**config.mk**
```make
export PLATFORM = sky130hd
export DESIGN_NAME = pipe_ctrl_mdu_flat
export DESIGN_NICKNAME = d
export VERILOG_FILES = /design/src/rtl/mips_pkg.sv /design/src/rtl/pipe_ctrl_mdu_if.sv /design/src/rtl/flopr.sv /design/src/rtl/floprc.sv /design/src/rtl/mdu_fsm.sv /design/src/rtl/pipe_ctrl_mdu.sv /design/src/flat_wrapper.sv
export SDC_FILE = /design/constraint.sdc
export NUM_CORES = 1
export LEC_CHECK = 0
export ABC_AREA = 1
export CAP_MARGIN = 0
export CORE_ASPECT_RATIO = 0.8
export CORE_MARGIN = 4
export CORE_UTILIZATION = 25
export CTS_BUF_LIST = sky130_fd_sc_hd__clkbuf_2 sky130_fd_sc_hd__clkbuf_4 sky130_fd_sc_hd__clkbuf_8
export DETAILED_ROUTE_END_ITERATION = 8
export PLACE_DENSITY = 0.61
export SYNTH_ARGS = -nofsm -noshare
export SYNTH_HDL_FRONTEND = slang
export SYNTH_SLANG_ARGS = --single-unit
```
**constraint.sdc**
```tcl
create_clock -name clk -period 2.6 [get_ports clk]
set_clock_uncertainty 0.15 [all_clocks]
set_input_delay 0.52 -clock clk [delete_from_list [all_inputs] [get_ports clk]]
set_output_delay 0.52 -clock clk [all_outputs]
set_load 0.05 [all_outputs]
```
**src/rtl/mips_pkg.sv**
```systemverilog
// Shared encodings for the pipeline control unit: opcodes, functs, ALU codes,
// mux selects and the per-stage control bundles.
package mips_pkg;

  localparam logic [5:0] OP_RTYPE = 6'h00;
  localparam logic [5:0] OP_J     = 6'h02;
  localparam logic [5:0] OP_JAL   = 6'h03;
  localparam logic [5:0] OP_BEQ   = 6'h04;
  localparam logic [5:0] OP_BNE   = 6'h05;
  localparam logic [5:0] OP_ADDI  = 6'h08;
  localparam logic [5:0] OP_ORI   = 6'h0D;
  localparam logic [5:0] OP_LW    = 6'h23;
  localparam logic [5:0] OP_SW    = 6'h2B;

  localparam logic [5:0] FN_JR    = 6'h08;
  localparam logic [5:0] FN_MFHI  = 6'h10;
  localparam logic [5:0] FN_MFLO  = 6'h12;
  localparam logic [5:0] FN_MULT  = 6'h18;
  localparam logic [5:0] FN_DIV   = 6'h1A;
  localparam logic [5:0] FN_ADD   = 6'h20;
  localparam logic [5:0] FN_SUB   = 6'h22;
  localparam logic [5:0] FN_AND   = 6'h24;
  localparam logic [5:0] FN_OR    = 6'h25;
  localparam logic [5:0] FN_SLT   = 6'h2A;

  localparam logic [2:0] ALU_AND  = 3'b000;
  localparam logic [2:0] ALU_OR   = 3'b001;
  localparam logic [2:0] ALU_ADD  = 3'b010;
  localparam logic [2:0] ALU_SUB  = 3'b110;
  localparam logic [2:0] ALU_SLT  = 3'b111;

  localparam logic [1:0] RD_RT    = 2'b00;
  localparam logic [1:0] RD_RD    = 2'b01;
  localparam logic [1:0] RD_R31   = 2'b10;

  localparam logic [1:0] RES_ALU  = 2'b00;
  localparam logic [1:0] RES_MEM  = 2'b01;
  localparam logic [1:0] RES_PC8  = 2'b10;
  localparam logic [1:0] RES_HILO = 2'b11;

  localparam logic [1:0] FWD_RF   = 2'b00;
  localparam logic [1:0] FWD_W    = 2'b01;
  localparam logic [1:0] FWD_M    = 2'b10;

  typedef enum logic {MDU_IDLE, MDU_BUSY} mdu_state_t;

  typedef struct packed {
    logic       reg_write;
    logic       mem_to_reg;
    logic       mem_write;
    logic       alu_src;
    logic [1:0] reg_dst;
    logic [2:0] alu_control;
    logic       mdu_start;
    logic       mdu_div;
    logic [1:0] result_src;
    logic       hi_sel;
  } ctrl_e_t;

  typedef struct packed {
    logic       reg_write;
    logic       mem_to_reg;
    logic       mem_write;
    logic [1:0] result_src;
    logic       hi_sel;
  } ctrl_m_t;

  typedef struct packed {
    logic       reg_write;
    logic [1:0] result_src;
    logic       hi_sel;
  } ctrl_w_t;

  typedef struct packed {
    ctrl_e_t e;
    logic    beq;
    logic    bne;
    logic    jump;
    logic    jr;
    logic    uses_rs;
    logic    uses_rt;
    logic    mdu_op;
  } dec_t;

  function automatic logic [2:0] alu_for_funct(input logic [5:0] funct);
    case (funct)
      FN_SUB:  return ALU_SUB;
      FN_AND:  return ALU_AND;
      FN_OR:   return ALU_OR;
      FN_SLT:  return ALU_SLT;
      default: return ALU_ADD;
    endcase
  endfunction

endpackage

```
**src/rtl/pipe_ctrl_mdu_if.sv**
```systemverilog
// Datapath <-> control/hazard unit signal bundle. The datapath is the master,
// the control unit the slave.
interface pipe_ctrl_mdu_if #(
  parameter int REGW = 5
);
  logic [5:0]      OpD;
  logic [5:0]      FunctD;
  logic [REGW-1:0] RsD, RtD, RsE, RtE;
  logic [REGW-1:0] WriteRegE, WriteRegM, WriteRegW;
  logic            EqualD;

  logic            PCSrcD, JumpD, JrD;
  logic            ALUSrcE;
  logic [1:0]      RegDstE;
  logic [2:0]      ALUControlE;
  logic            MduStartE, MduDivE;
  logic            RegWriteE, RegWriteM, RegWriteW;
  logic            MemtoRegE, MemtoRegM;
  logic            MemWriteM;
  logic [1:0]      ResultSrcW;
  logic            HiSelW;
  logic            ForwardAD, ForwardBD;
  logic [1:0]      ForwardAE, ForwardBE;
  logic            StallF, StallD, FlushD, FlushE;
  logic            MduBusy;

  modport master (
    output OpD, FunctD, RsD, RtD, RsE, RtE, WriteRegE, WriteRegM, WriteRegW, EqualD,
    input  PCSrcD, JumpD, JrD, ALUSrcE, RegDstE, ALUControlE, MduStartE, MduDivE,
    input  RegWriteE, RegWriteM, RegWriteW, MemtoRegE, MemtoRegM, MemWriteM,
    input  ResultSrcW, HiSelW, ForwardAD, ForwardBD, ForwardAE, ForwardBE,
    input  StallF, StallD, FlushD, FlushE, MduBusy
  );

  modport slave (
    input  OpD, FunctD, RsD, RtD, RsE, RtE, WriteRegE, WriteRegM, WriteRegW, EqualD,
    output PCSrcD, JumpD, JrD, ALUSrcE, RegDstE, ALUControlE, MduStartE, MduDivE,
    output RegWriteE, RegWriteM, RegWriteW, MemtoRegE, MemtoRegM, MemWriteM,
    output ResultSrcW, HiSelW, ForwardAD, ForwardBD, ForwardAE, ForwardBE,
    output StallF, StallD, FlushD, FlushE, MduBusy
  );
endinterface

```
**src/rtl/flopr.sv**
```systemverilog
// Resettable pipeline register.
module flopr #(
  parameter int WIDTH = 8
) (
  input  logic             clk,
  input  logic             reset,
  input  logic [WIDTH-1:0] d,
  output logic [WIDTH-1:0] q
);
  always_ff @(posedge clk) begin
    if (reset) q <= '0;
    else       q <= d;
  end
endmodule

```
**src/rtl/floprc.sv**
```systemverilog
// Resettable pipeline register with a synchronous clear for bubble insertion.
module floprc #(
  parameter int WIDTH = 8
) (
  input  logic             clk,
  input  logic             reset,
  input  logic             clear,
  input  logic [WIDTH-1:0] d,
  output logic [WIDTH-1:0] q
);
  always_ff @(posedge clk) begin
    if (reset || clear) q <= '0;
    else                q <= d;
  end
endmodule

```
**src/rtl/mdu_fsm.sv**
```systemverilog
// Multiply/divide occupancy tracker: BUSY lasts exactly the selected latency
// after the start pulse, and busy also covers the start cycle itself.
module mdu_fsm
  import mips_pkg::*;
#(
  parameter int MULT_LAT = 4,
  parameter int DIV_LAT  = 32,
  parameter int CNTW     = 6
) (
  input  logic clk,
  input  logic reset,
  input  logic mdu_start,
  input  logic mdu_div,
  output logic mdu_busy
);
  mdu_state_t      state_reg, state_next;
  logic [CNTW-1:0] count_reg, count_next;

  always_ff @(posedge clk) begin
    if (reset) begin
      state_reg <= MDU_IDLE;
      count_reg <= '0;
    end else begin
      state_reg <= state_next;
      count_reg <= count_next;
    end
  end

  always_comb begin
    state_next = state_reg;
    count_next = count_reg;
    case (state_reg)
      MDU_IDLE: begin
        if (mdu_start) begin
          state_next = MDU_BUSY;
          count_next = mdu_div ? CNTW'(DIV_LAT - 1) : CNTW'(MULT_LAT - 1);
        end
      end
      MDU_BUSY: begin
        if (count_reg == '0) state_next = MDU_IDLE;
        else                 count_next = count_reg - CNTW'(1);
      end
      default: state_next = MDU_IDLE;
    endcase
  end

  assign mdu_busy = (state_reg == MDU_BUSY) | mdu_start;
endmodule

```
**src/rtl/pipe_ctrl_mdu.sv**
```systemverilog
// Control and hazard unit for the 5-stage MIPS pipeline: decode, D/E-E/M-M/W
// control registers, forwarding, load-use/branch/MDU stalls and flushes.
module pipe_ctrl_mdu
  import mips_pkg::*;
#(
  parameter int REGW       = 5,
  parameter int MULT_LAT   = 4,
  parameter int DIV_LAT    = 32,
  parameter int CNTW       = 6,
  parameter int DELAY_SLOT = 0
) (
  input  logic           clk,
  input  logic           reset,
  pipe_ctrl_mdu_if.slave bus
);
  localparam logic SQUASH = (DELAY_SLOT == 0);

  dec_t    dec;
  ctrl_e_t ctrl_e_reg;
  ctrl_m_t ctrl_m_reg, ctrl_m_next;
  ctrl_w_t ctrl_w_reg, ctrl_w_next;
  logic    mdu_busy;
  logic    lwstall, branchstall, mdustall, stall;
  logic    pcsrc, rs_hit_e, rt_hit_e, rs_hit_m, rt_hit_m;

  // Register $0 is hard-wired, so it never creates a dependency.
  function automatic logic hit(input logic [REGW-1:0] a, input logic [REGW-1:0] b);
    return (a != '0) && (a == b);
  endfunction

  always_comb begin
    dec = '0;
    case (bus.OpD)
      OP_RTYPE: begin
        case (bus.FunctD)
          FN_ADD, FN_SUB, FN_AND, FN_OR, FN_SLT: begin
            dec.e.reg_write   = 1'b1;
            dec.e.reg_dst     = RD_RD;
            dec.e.alu_control = alu_for_funct(bus.FunctD);
            dec.uses_rs       = 1'b1;
            dec.uses_rt       = 1'b1;
          end
          FN_MULT, FN_DIV: begin
            dec.e.mdu_start = 1'b1;
            dec.e.mdu_div   = (bus.FunctD == FN_DIV);
            dec.uses_rs     = 1'b1;
            dec.uses_rt     = 1'b1;
            dec.mdu_op      = 1'b1;
          end
          FN_MFHI, FN_MFLO: begin
            dec.e.reg_write  = 1'b1;
            dec.e.reg_dst    = RD_RD;
            dec.e.result_src = RES_HILO;
            dec.e.hi_sel     = (bus.FunctD == FN_MFHI);
            dec.mdu_op       = 1'b1;
          end
          FN_JR: begin
            dec.jr      = 1'b1;
            dec.uses_rs = 1'b1;
          end
          default: ;
        endcase
      end
      OP_LW: begin
        dec.e.reg_write   = 1'b1;
        dec.e.mem_to_reg  = 1'b1;
        dec.e.alu_src     = 1'b1;
        dec.e.alu_control = ALU_ADD;
        dec.e.reg_dst     = RD_RT;
        dec.e.result_src  = RES_MEM;
        dec.uses_rs       = 1'b1;
      end
      OP_SW: begin
        dec.e.mem_write   = 1'b1;
        dec.e.alu_src     = 1'b1;
        dec.e.alu_control = ALU_ADD;
        dec.uses_rs       = 1'b1;
        dec.uses_rt       = 1'b1;
      end
      OP_BEQ, OP_BNE: begin
        dec.beq           = (bus.OpD == OP_BEQ);
        dec.bne           = (bus.OpD == OP_BNE);
        dec.e.alu_control = ALU_SUB;
        dec.uses_rs       = 1'b1;
        dec.uses_rt       = 1'b1;
      end
      OP_ADDI, OP_ORI: begin
        dec.e.reg_write   = 1'b1;
        dec.e.alu_src     = 1'b1;
        dec.e.alu_control = (bus.OpD == OP_ORI) ? ALU_OR : ALU_ADD;
        dec.uses_rs       = 1'b1;
      end
      OP_J: dec.jump = 1'b1;
      OP_JAL: begin
        dec.jump         = 1'b1;
        dec.e.reg_write  = 1'b1;
        dec.e.reg_dst    = RD_R31;
        dec.e.result_src = RES_PC8;
      end
      default: ;
    endcase
    // Holding decode at zero keeps every output quiet while reset is asserted.
    if (reset) dec = '0;
  end

  floprc #(.WIDTH($bits(ctrl_e_t))) de_reg (
    .clk(clk), .reset(reset), .clear(stall), .d(dec.e), .q(ctrl_e_reg)
  );

  assign ctrl_m_next = '{reg_write:  ctrl_e_reg.reg_write,
                         mem_to_reg: ctrl_e_reg.mem_to_reg,
                         mem_write:  ctrl_e_reg.mem_write,
                         result_src: ctrl_e_reg.result_src,
                         hi_sel:     ctrl_e_reg.hi_sel};

  flopr #(.WIDTH($bits(ctrl_m_t))) em_reg (
    .clk(clk), .reset(reset), .d(ctrl_m_next), .q(ctrl_m_reg)
  );

  assign ctrl_w_next = '{reg_write:  ctrl_m_reg.reg_write,
                         result_src: ctrl_m_reg.result_src,
                         hi_sel:     ctrl_m_reg.hi_sel};

  flopr #(.WIDTH($bits(ctrl_w_t))) mw_reg (
    .clk(clk), .reset(reset), .d(ctrl_w_next), .q(ctrl_w_reg)
  );

  mdu_fsm #(.MULT_LAT(MULT_LAT), .DIV_LAT(DIV_LAT), .CNTW(CNTW)) u_mdu (
    .clk(clk), .reset(reset),
    .mdu_start(ctrl_e_reg.mdu_start), .mdu_div(ctrl_e_reg.mdu_div),
    .mdu_busy(mdu_busy)
  );

  assign rs_hit_e = dec.uses_rs & hit(bus.RsD, bus.WriteRegE);
  assign rt_hit_e = dec.uses_rt & hit(bus.RtD, bus.WriteRegE);
  assign rs_hit_m = dec.uses_rs & hit(bus.RsD, bus.WriteRegM);
  assign rt_hit_m = dec.uses_rt & hit(bus.RtD, bus.WriteRegM);

  assign lwstall = ctrl_e_reg.mem_to_reg &
                   ((dec.uses_rs & hit(bus.RsD, bus.RtE)) | (dec.uses_rt & hit(bus.RtD, bus.RtE)));
  // The D-stage compare sees ALUOutM, so only a load result still in M is too late.
  assign branchstall = (dec.beq | dec.bne | dec.jr) &
                       ((ctrl_e_reg.reg_write & (rs_hit_e | rt_hit_e)) |
                        (ctrl_m_reg.mem_to_reg & (rs_hit_m | rt_hit_m)));
  assign mdustall = mdu_busy & dec.mdu_op;
  assign stall    = lwstall | branchstall | mdustall;
  assign pcsrc    = (dec.beq & bus.EqualD) | (dec.bne & ~bus.EqualD);

  assign bus.PCSrcD      = pcsrc;
  assign bus.JumpD       = dec.jump;
  assign bus.JrD         = dec.jr;
  assign bus.StallF      = stall;
  assign bus.StallD      = stall;
  assign bus.FlushE      = stall;
  assign bus.FlushD      = SQUASH & ~stall & (pcsrc | dec.jump | dec.jr);
  assign bus.MduBusy     = mdu_busy;

  assign bus.ALUSrcE     = ctrl_e_reg.alu_src;
  assign bus.RegDstE     = ctrl_e_reg.reg_dst;
  assign bus.ALUControlE = ctrl_e_reg.alu_control;
  assign bus.MduStartE   = ctrl_e_reg.mdu_start;
  assign bus.MduDivE     = ctrl_e_reg.mdu_div;
  assign bus.RegWriteE   = ctrl_e_reg.reg_write;
  assign bus.MemtoRegE   = ctrl_e_reg.mem_to_reg;
  assign bus.RegWriteM   = ctrl_m_reg.reg_write;
  assign bus.MemtoRegM   = ctrl_m_reg.mem_to_reg;
  assign bus.MemWriteM   = ctrl_m_reg.mem_write;
  assign bus.RegWriteW   = ctrl_w_reg.reg_write;
  assign bus.ResultSrcW  = ctrl_w_reg.result_src;
  assign bus.HiSelW      = ctrl_w_reg.hi_sel;

  assign bus.ForwardAD = ctrl_m_reg.reg_write & hit(bus.RsD, bus.WriteRegM);
  assign bus.ForwardBD = ctrl_m_reg.reg_write & hit(bus.RtD, bus.WriteRegM);
  assign bus.ForwardAE = (ctrl_m_reg.reg_write & hit(bus.RsE, bus.WriteRegM)) ? FWD_M :
                         (ctrl_w_reg.reg_write & hit(bus.RsE, bus.WriteRegW)) ? FWD_W : FWD_RF;
  assign bus.ForwardBE = (ctrl_m_reg.reg_write & hit(bus.RtE, bus.WriteRegM)) ? FWD_M :
                         (ctrl_w_reg.reg_write & hit(bus.RtE, bus.WriteRegW)) ? FWD_W : FWD_RF;
endmodule

```
**src/flat_wrapper.sv**
```systemverilog
// flat-port wrapper written by rule: the top's interface ports become plain ports
module pipe_ctrl_mdu_flat import mips_pkg::*;
#(
  parameter int REGW       = 5,
  parameter int MULT_LAT   = 4,
  parameter int DIV_LAT    = 32,
  parameter int CNTW       = 6,
  parameter int DELAY_SLOT = 0
)
  (clk, reset, bus_OpD, bus_FunctD, bus_RsD, bus_RtD, bus_RsE, bus_RtE, bus_WriteRegE, bus_WriteRegM, bus_WriteRegW, bus_EqualD, bus_PCSrcD, bus_JumpD, bus_JrD, bus_ALUSrcE, bus_RegDstE, bus_ALUControlE, bus_MduStartE, bus_MduDivE, bus_RegWriteE, bus_RegWriteM, bus_RegWriteW, bus_MemtoRegE, bus_MemtoRegM, bus_MemWriteM, bus_ResultSrcW, bus_HiSelW, bus_ForwardAD, bus_ForwardBD, bus_ForwardAE, bus_ForwardBE, bus_StallF, bus_StallD, bus_FlushD, bus_FlushE, bus_MduBusy);
  pipe_ctrl_mdu_if #(.REGW(REGW)) bus_i ();
  input  logic clk;
  input  logic reset;
  input wire logic [$bits(bus_i.OpD)-1:0] bus_OpD;
  input wire logic [$bits(bus_i.FunctD)-1:0] bus_FunctD;
  input wire logic [$bits(bus_i.RsD)-1:0] bus_RsD;
  input wire logic [$bits(bus_i.RtD)-1:0] bus_RtD;
  input wire logic [$bits(bus_i.RsE)-1:0] bus_RsE;
  input wire logic [$bits(bus_i.RtE)-1:0] bus_RtE;
  input wire logic [$bits(bus_i.WriteRegE)-1:0] bus_WriteRegE;
  input wire logic [$bits(bus_i.WriteRegM)-1:0] bus_WriteRegM;
  input wire logic [$bits(bus_i.WriteRegW)-1:0] bus_WriteRegW;
  input wire logic [$bits(bus_i.EqualD)-1:0] bus_EqualD;
  output wire logic [$bits(bus_i.PCSrcD)-1:0] bus_PCSrcD;
  output wire logic [$bits(bus_i.JumpD)-1:0] bus_JumpD;
  output wire logic [$bits(bus_i.JrD)-1:0] bus_JrD;
  output wire logic [$bits(bus_i.ALUSrcE)-1:0] bus_ALUSrcE;
  output wire logic [$bits(bus_i.RegDstE)-1:0] bus_RegDstE;
  output wire logic [$bits(bus_i.ALUControlE)-1:0] bus_ALUControlE;
  output wire logic [$bits(bus_i.MduStartE)-1:0] bus_MduStartE;
  output wire logic [$bits(bus_i.MduDivE)-1:0] bus_MduDivE;
  output wire logic [$bits(bus_i.RegWriteE)-1:0] bus_RegWriteE;
  output wire logic [$bits(bus_i.RegWriteM)-1:0] bus_RegWriteM;
  output wire logic [$bits(bus_i.RegWriteW)-1:0] bus_RegWriteW;
  output wire logic [$bits(bus_i.MemtoRegE)-1:0] bus_MemtoRegE;
  output wire logic [$bits(bus_i.MemtoRegM)-1:0] bus_MemtoRegM;
  output wire logic [$bits(bus_i.MemWriteM)-1:0] bus_MemWriteM;
  output wire logic [$bits(bus_i.ResultSrcW)-1:0] bus_ResultSrcW;
  output wire logic [$bits(bus_i.HiSelW)-1:0] bus_HiSelW;
  output wire logic [$bits(bus_i.ForwardAD)-1:0] bus_ForwardAD;
  output wire logic [$bits(bus_i.ForwardBD)-1:0] bus_ForwardBD;
  output wire logic [$bits(bus_i.ForwardAE)-1:0] bus_ForwardAE;
  output wire logic [$bits(bus_i.ForwardBE)-1:0] bus_ForwardBE;
  output wire logic [$bits(bus_i.StallF)-1:0] bus_StallF;
  output wire logic [$bits(bus_i.StallD)-1:0] bus_StallD;
  output wire logic [$bits(bus_i.FlushD)-1:0] bus_FlushD;
  output wire logic [$bits(bus_i.FlushE)-1:0] bus_FlushE;
  output wire logic [$bits(bus_i.MduBusy)-1:0] bus_MduBusy;
  assign bus_i.OpD = bus_OpD;
  assign bus_i.FunctD = bus_FunctD;
  assign bus_i.RsD = bus_RsD;
  assign bus_i.RtD = bus_RtD;
  assign bus_i.RsE = bus_RsE;
  assign bus_i.RtE = bus_RtE;
  assign bus_i.WriteRegE = bus_WriteRegE;
  assign bus_i.WriteRegM = bus_WriteRegM;
  assign bus_i.WriteRegW = bus_WriteRegW;
  assign bus_i.EqualD = bus_EqualD;
  assign bus_PCSrcD = bus_i.PCSrcD;
  assign bus_JumpD = bus_i.JumpD;
  assign bus_JrD = bus_i.JrD;
  assign bus_ALUSrcE = bus_i.ALUSrcE;
  assign bus_RegDstE = bus_i.RegDstE;
  assign bus_ALUControlE = bus_i.ALUControlE;
  assign bus_MduStartE = bus_i.MduStartE;
  assign bus_MduDivE = bus_i.MduDivE;
  assign bus_RegWriteE = bus_i.RegWriteE;
  assign bus_RegWriteM = bus_i.RegWriteM;
  assign bus_RegWriteW = bus_i.RegWriteW;
  assign bus_MemtoRegE = bus_i.MemtoRegE;
  assign bus_MemtoRegM = bus_i.MemtoRegM;
  assign bus_MemWriteM = bus_i.MemWriteM;
  assign bus_ResultSrcW = bus_i.ResultSrcW;
  assign bus_HiSelW = bus_i.HiSelW;
  assign bus_ForwardAD = bus_i.ForwardAD;
  assign bus_ForwardBD = bus_i.ForwardBD;
  assign bus_ForwardAE = bus_i.ForwardAE;
  assign bus_ForwardBE = bus_i.ForwardBE;
  assign bus_StallF = bus_i.StallF;
  assign bus_StallD = bus_i.StallD;
  assign bus_FlushD = bus_i.FlushD;
  assign bus_FlushE = bus_i.FlushE;
  assign bus_MduBusy = bus_i.MduBusy;
  pipe_ctrl_mdu #(.REGW(REGW), .MULT_LAT(MULT_LAT), .DIV_LAT(DIV_LAT), .CNTW(CNTW), .DELAY_SLOT(DELAY_SLOT)) u_core (.clk(clk), .reset(reset), .bus(bus_i));
endmodule
```
==> summary.md <==
| Metric | Value |
|---|---|
| Run status | `finished with violations` |
| Violated checks | `negative setup slack` |
| Initial core utilization | `0.261` |
| Synth Register Bits | `31` |
| Die area | `11,200 sq um` |
| Drc violations | `0` |
| Fill cells | `841` |
| Register area share after synthesis | `0.259` |
| Max reg flops | `14` |
| Mapped Area | `2400 sq um` |
| Area of the multi-input gates | `1840 sq um` |
| Period Utilization, post-route | `1.05` |
| Initial antenna violation count | `0` |
| First-pass GRT wire length | `14,500 um` |
| CTS Sinks | `31` |
| Core ar. | `9190 sq um` |
| Wirelength per Cell | `13.7 um` |
| CTS tree | `yes` |
| Reg area | `621 sq um` |
| Crit path arrival time | `2.07 ns` |
| Clk buf depth | `2` |
| Worst setup margin | `-0.142 ns` |
| Diode count | `0` |
| RD Place Congestion | `0.850` |
| Rows | `31` |
| # hold bufs at CTS | `0` |
| DIE HEIGHT | `95.6 um` |
| Slew Viols, Final | `0` |
| Measured slew at the worst slew-check pin | `0.557 ns` |
| Largest net degree at the start of global routing | `12` |
| Placed Area | `3970 sq um` |
| Mapped Cells | `360` |
| HP Class | `flop to flop` |
| Total GRT Usage | `0.157` |
| Pre-CTS setup slack | `-0.593 ns` |
| Synth cell types | `38` |
| Die width | `118 um` |
| Clk_lat worst skew | `0.28 ns` |
| Non-Filler Instances | `664` |
| Design Area, Final | `4680 sq um` |
| VDD IR-drop max | `238 uV` |
| Total global routing overflow | `0` |
| Crit path max fanout | `5` |
| Tmin final | `2.74 ns` |
| Post-synthesis net count | `411` |
| Max Freq | `365 MHz` |
| I/O pin count | `81` |
| Leak | `2.10 nW` |
| Drt via density | `4.54` |
| Via count | `3,012` |
| First DRT Iteration DRCs | `109` |
| YS warnings | `0` |
| Power per Cell Area | `290 nW/um^2` |
| Setup_tns | `-0.527 ns` |
| Clk root buf | `clkbuf_8` |
| First-pass iteration count of the detailed router | `4` |
| RSZ-0062 raised after global routing | `true` |
| Avg Cell Area, Syn | `6.67 sq um` |
| Post-layout util | `0.509` |
| Reg clk slew, reported paths | `0.06 ns` |
| Required time worst endpoint | `1.93 ns` |
| Startpoint types | `primary input` |
| Setup violators final | `4` |
| Slew margin rel. | `0.626` |
| Num CTS Buffers | `5` |
| WS Path Type | `primary input to output pin` |
| # Max-Cap Violations | `0` |
| Routed Antenna Nets | `0` |
| Vias in the first global route | `3,093` |
| Layout cells sized above 1 | `0.521` |
| Final HPWL DP | `6550 um` |
| Clock H-tree levels | `2` |
| R2R Setup Slk | `0.54 ns` |
| Placed Instances | `606` |
| Port Buffers | `80` |
| Critical Path End Type | `output pin` |
| Nets@finish | `599` |
| Area grow syn2layout | `95.0%` |
| Hold Fails Final Rpt | `0` |
| Drt total wl | `9070 um` |
-- power by group --
part           switching, W  internal (W)  total (W)
clock network      0.000173      0.000310   0.000482
logic              0.000203      0.000194   0.000398
registers        0.00000141      0.000477   0.000479
-- per-layer routing --
layer,part of all wire,global-route usage
met1,0.43,0.183
met2,0.51,0.291
met3,0.033,0.0308
met4,0.030,0.0566
met5,0,0
-- cells by family (layout without fill, tap and decap cells) --
family                   count (synthesis)  in the layout  share of synthesized area
XOR/XNOR                                40             40                      0.146
flip-flops                              31             31                      0.259
buffers and inverters                   74            263                      0.135
AO/OA/AOI/OAI                           33             33                     0.0881
AND/OR/NAND/NOR                        181            181                      0.368
adder cells (fa/ha/maj)                  1              1                    0.00521
-- Yosys cell counts, drive strengths merged --
cell | count | area [sq um]
nor3 | 15 | 75.1
clkbuf | 8 | 37.5
xnor2 | 30 | 263
buf | 11 | 78.8
xor2 | 10 | 87.6
nor4 | 3 | 18.8
o22ai | 3 | 18.8
nor2b | 1 | 6.26
o31ai | 1 | 7.51
nand3 | 32 | 185
nor2 | 70 | 320
o41ai | 1 | 8.76
or2 | 2 | 12.5
o2111ai | 3 | 26.3
dfxtp | 31 | 621
a31oi | 3 | 18.8
nand2 | 47 | 194
nand4 | 8 | 50.1
a21oi | 8 | 43.8
nand3b | 1 | 7.51
clkinv | 1 | 3.75
ha | 1 | 12.5
a221oi | 2 | 17.5
a21boi | 1 | 7.51
a2111oi | 1 | 8.76
and3 | 2 | 12.5
inv | 54 | 203
o21ai | 10 | 53.8
-- cells in the final DEF (no fill, tap or decap), types with 3 or more instances in the layout --
| master | instances |
|---|---|
| a21oi_1 | 7 |
| a31oi_1 | 3 |
| buf_12 | 12 |
| buf_2 | 21 |
| buf_4 | 118 |
| buf_6 | 12 |
| clkbuf_8 | 6 |
| clkdlybuf4s15_2 | 4 |
| clkdlybuf4s50_1 | 26 |
| dfxtp_1 | 31 |
| dlygate4sd2_1 | 4 |
| inv_1 | 39 |
| inv_2 | 10 |
| inv_4 | 5 |
| nand2_1 | 30 |
| nand2_2 | 14 |
| nand2_4 | 3 |
| nand3_1 | 14 |
| nand3_2 | 16 |
| nand4_1 | 8 |
| nor2_1 | 34 |
| nor2_2 | 20 |
| nor2_4 | 16 |
| nor3_1 | 6 |
| nor3_2 | 7 |
| o2111ai_2 | 3 |
| o21ai_0 | 9 |
| o22ai_1 | 3 |
| xnor2_1 | 28 |
| xor2_1 | 10 |
-- final cells by class --
| cell class | count | share of cell area |
|---|---|---|
| Inverter | 55 | 0.0470 |
| Tap cell | 115 | 0.0307 |
| Timing Repair Buffer | 200 | 0.372 |
| Clock buffer | 6 | 0.0176 |
| Multi-Input combinational cell | 255 | 0.392 |
| Clock inverter | 2 | 0.00748 |
| Sequential cell | 31 | 0.133 |
-- final timing paths --
kind                                     startpoint                                      to  cells after the start
max                                   bus_FunctD[4]                              bus_FlushE                     16
min                   u_core.em_reg.q[2]$_SDFF_PP0_           u_core.mw_reg.q[2]$_SDFF_PP0_                      2
max reg2reg  u_core.u_mdu.count_reg[0]$_SDFFE_PP0P_  u_core.u_mdu.count_reg[4]$_SDFFE_PP0P_                      9
min reg2reg           u_core.em_reg.q[2]$_SDFF_PP0_           u_core.mw_reg.q[2]$_SDFF_PP0_                      2
-- worst max-delay path: stages --
cell	delay [ns]
buf_8	0.10
nor2_4	0.21
nand3_2	0.14
nand2_2	0.13
nor2_2	0.05
nand2_1	0.06
nand2_1	0.07
nand2_2	0.09
nand3_2	0.07
nand2_2	0.07
nand2_2	0.05
nand2_2	0.08
nand2_4	0.06
nand3_4	0.13
buf_6	0.12
buf_12	0.12
-- what timing repair did --
item                                    4_1_cts  5_1_grt
gates resized for setup                     218       33
endpoints found under the setup margin       12       12
setup buffers                                49        7
pin swaps                                    51       22
-- stage by stage --
| stage | hold slack, ns | power, W |
|---|---|---|
| after detailed placement | 0.242 | 0.000833 |
| final | 0.250 | 0.00136 |
| after floorplan | 0.238 | 0.000648 |
| after CTS | 0.251 | 0.00135 |
| after global routing | 0.280 | 0.00143 |
| after global placement | 0.244 | 0.000828 |
Note: power is estimated with default switching activity, not from simulation.
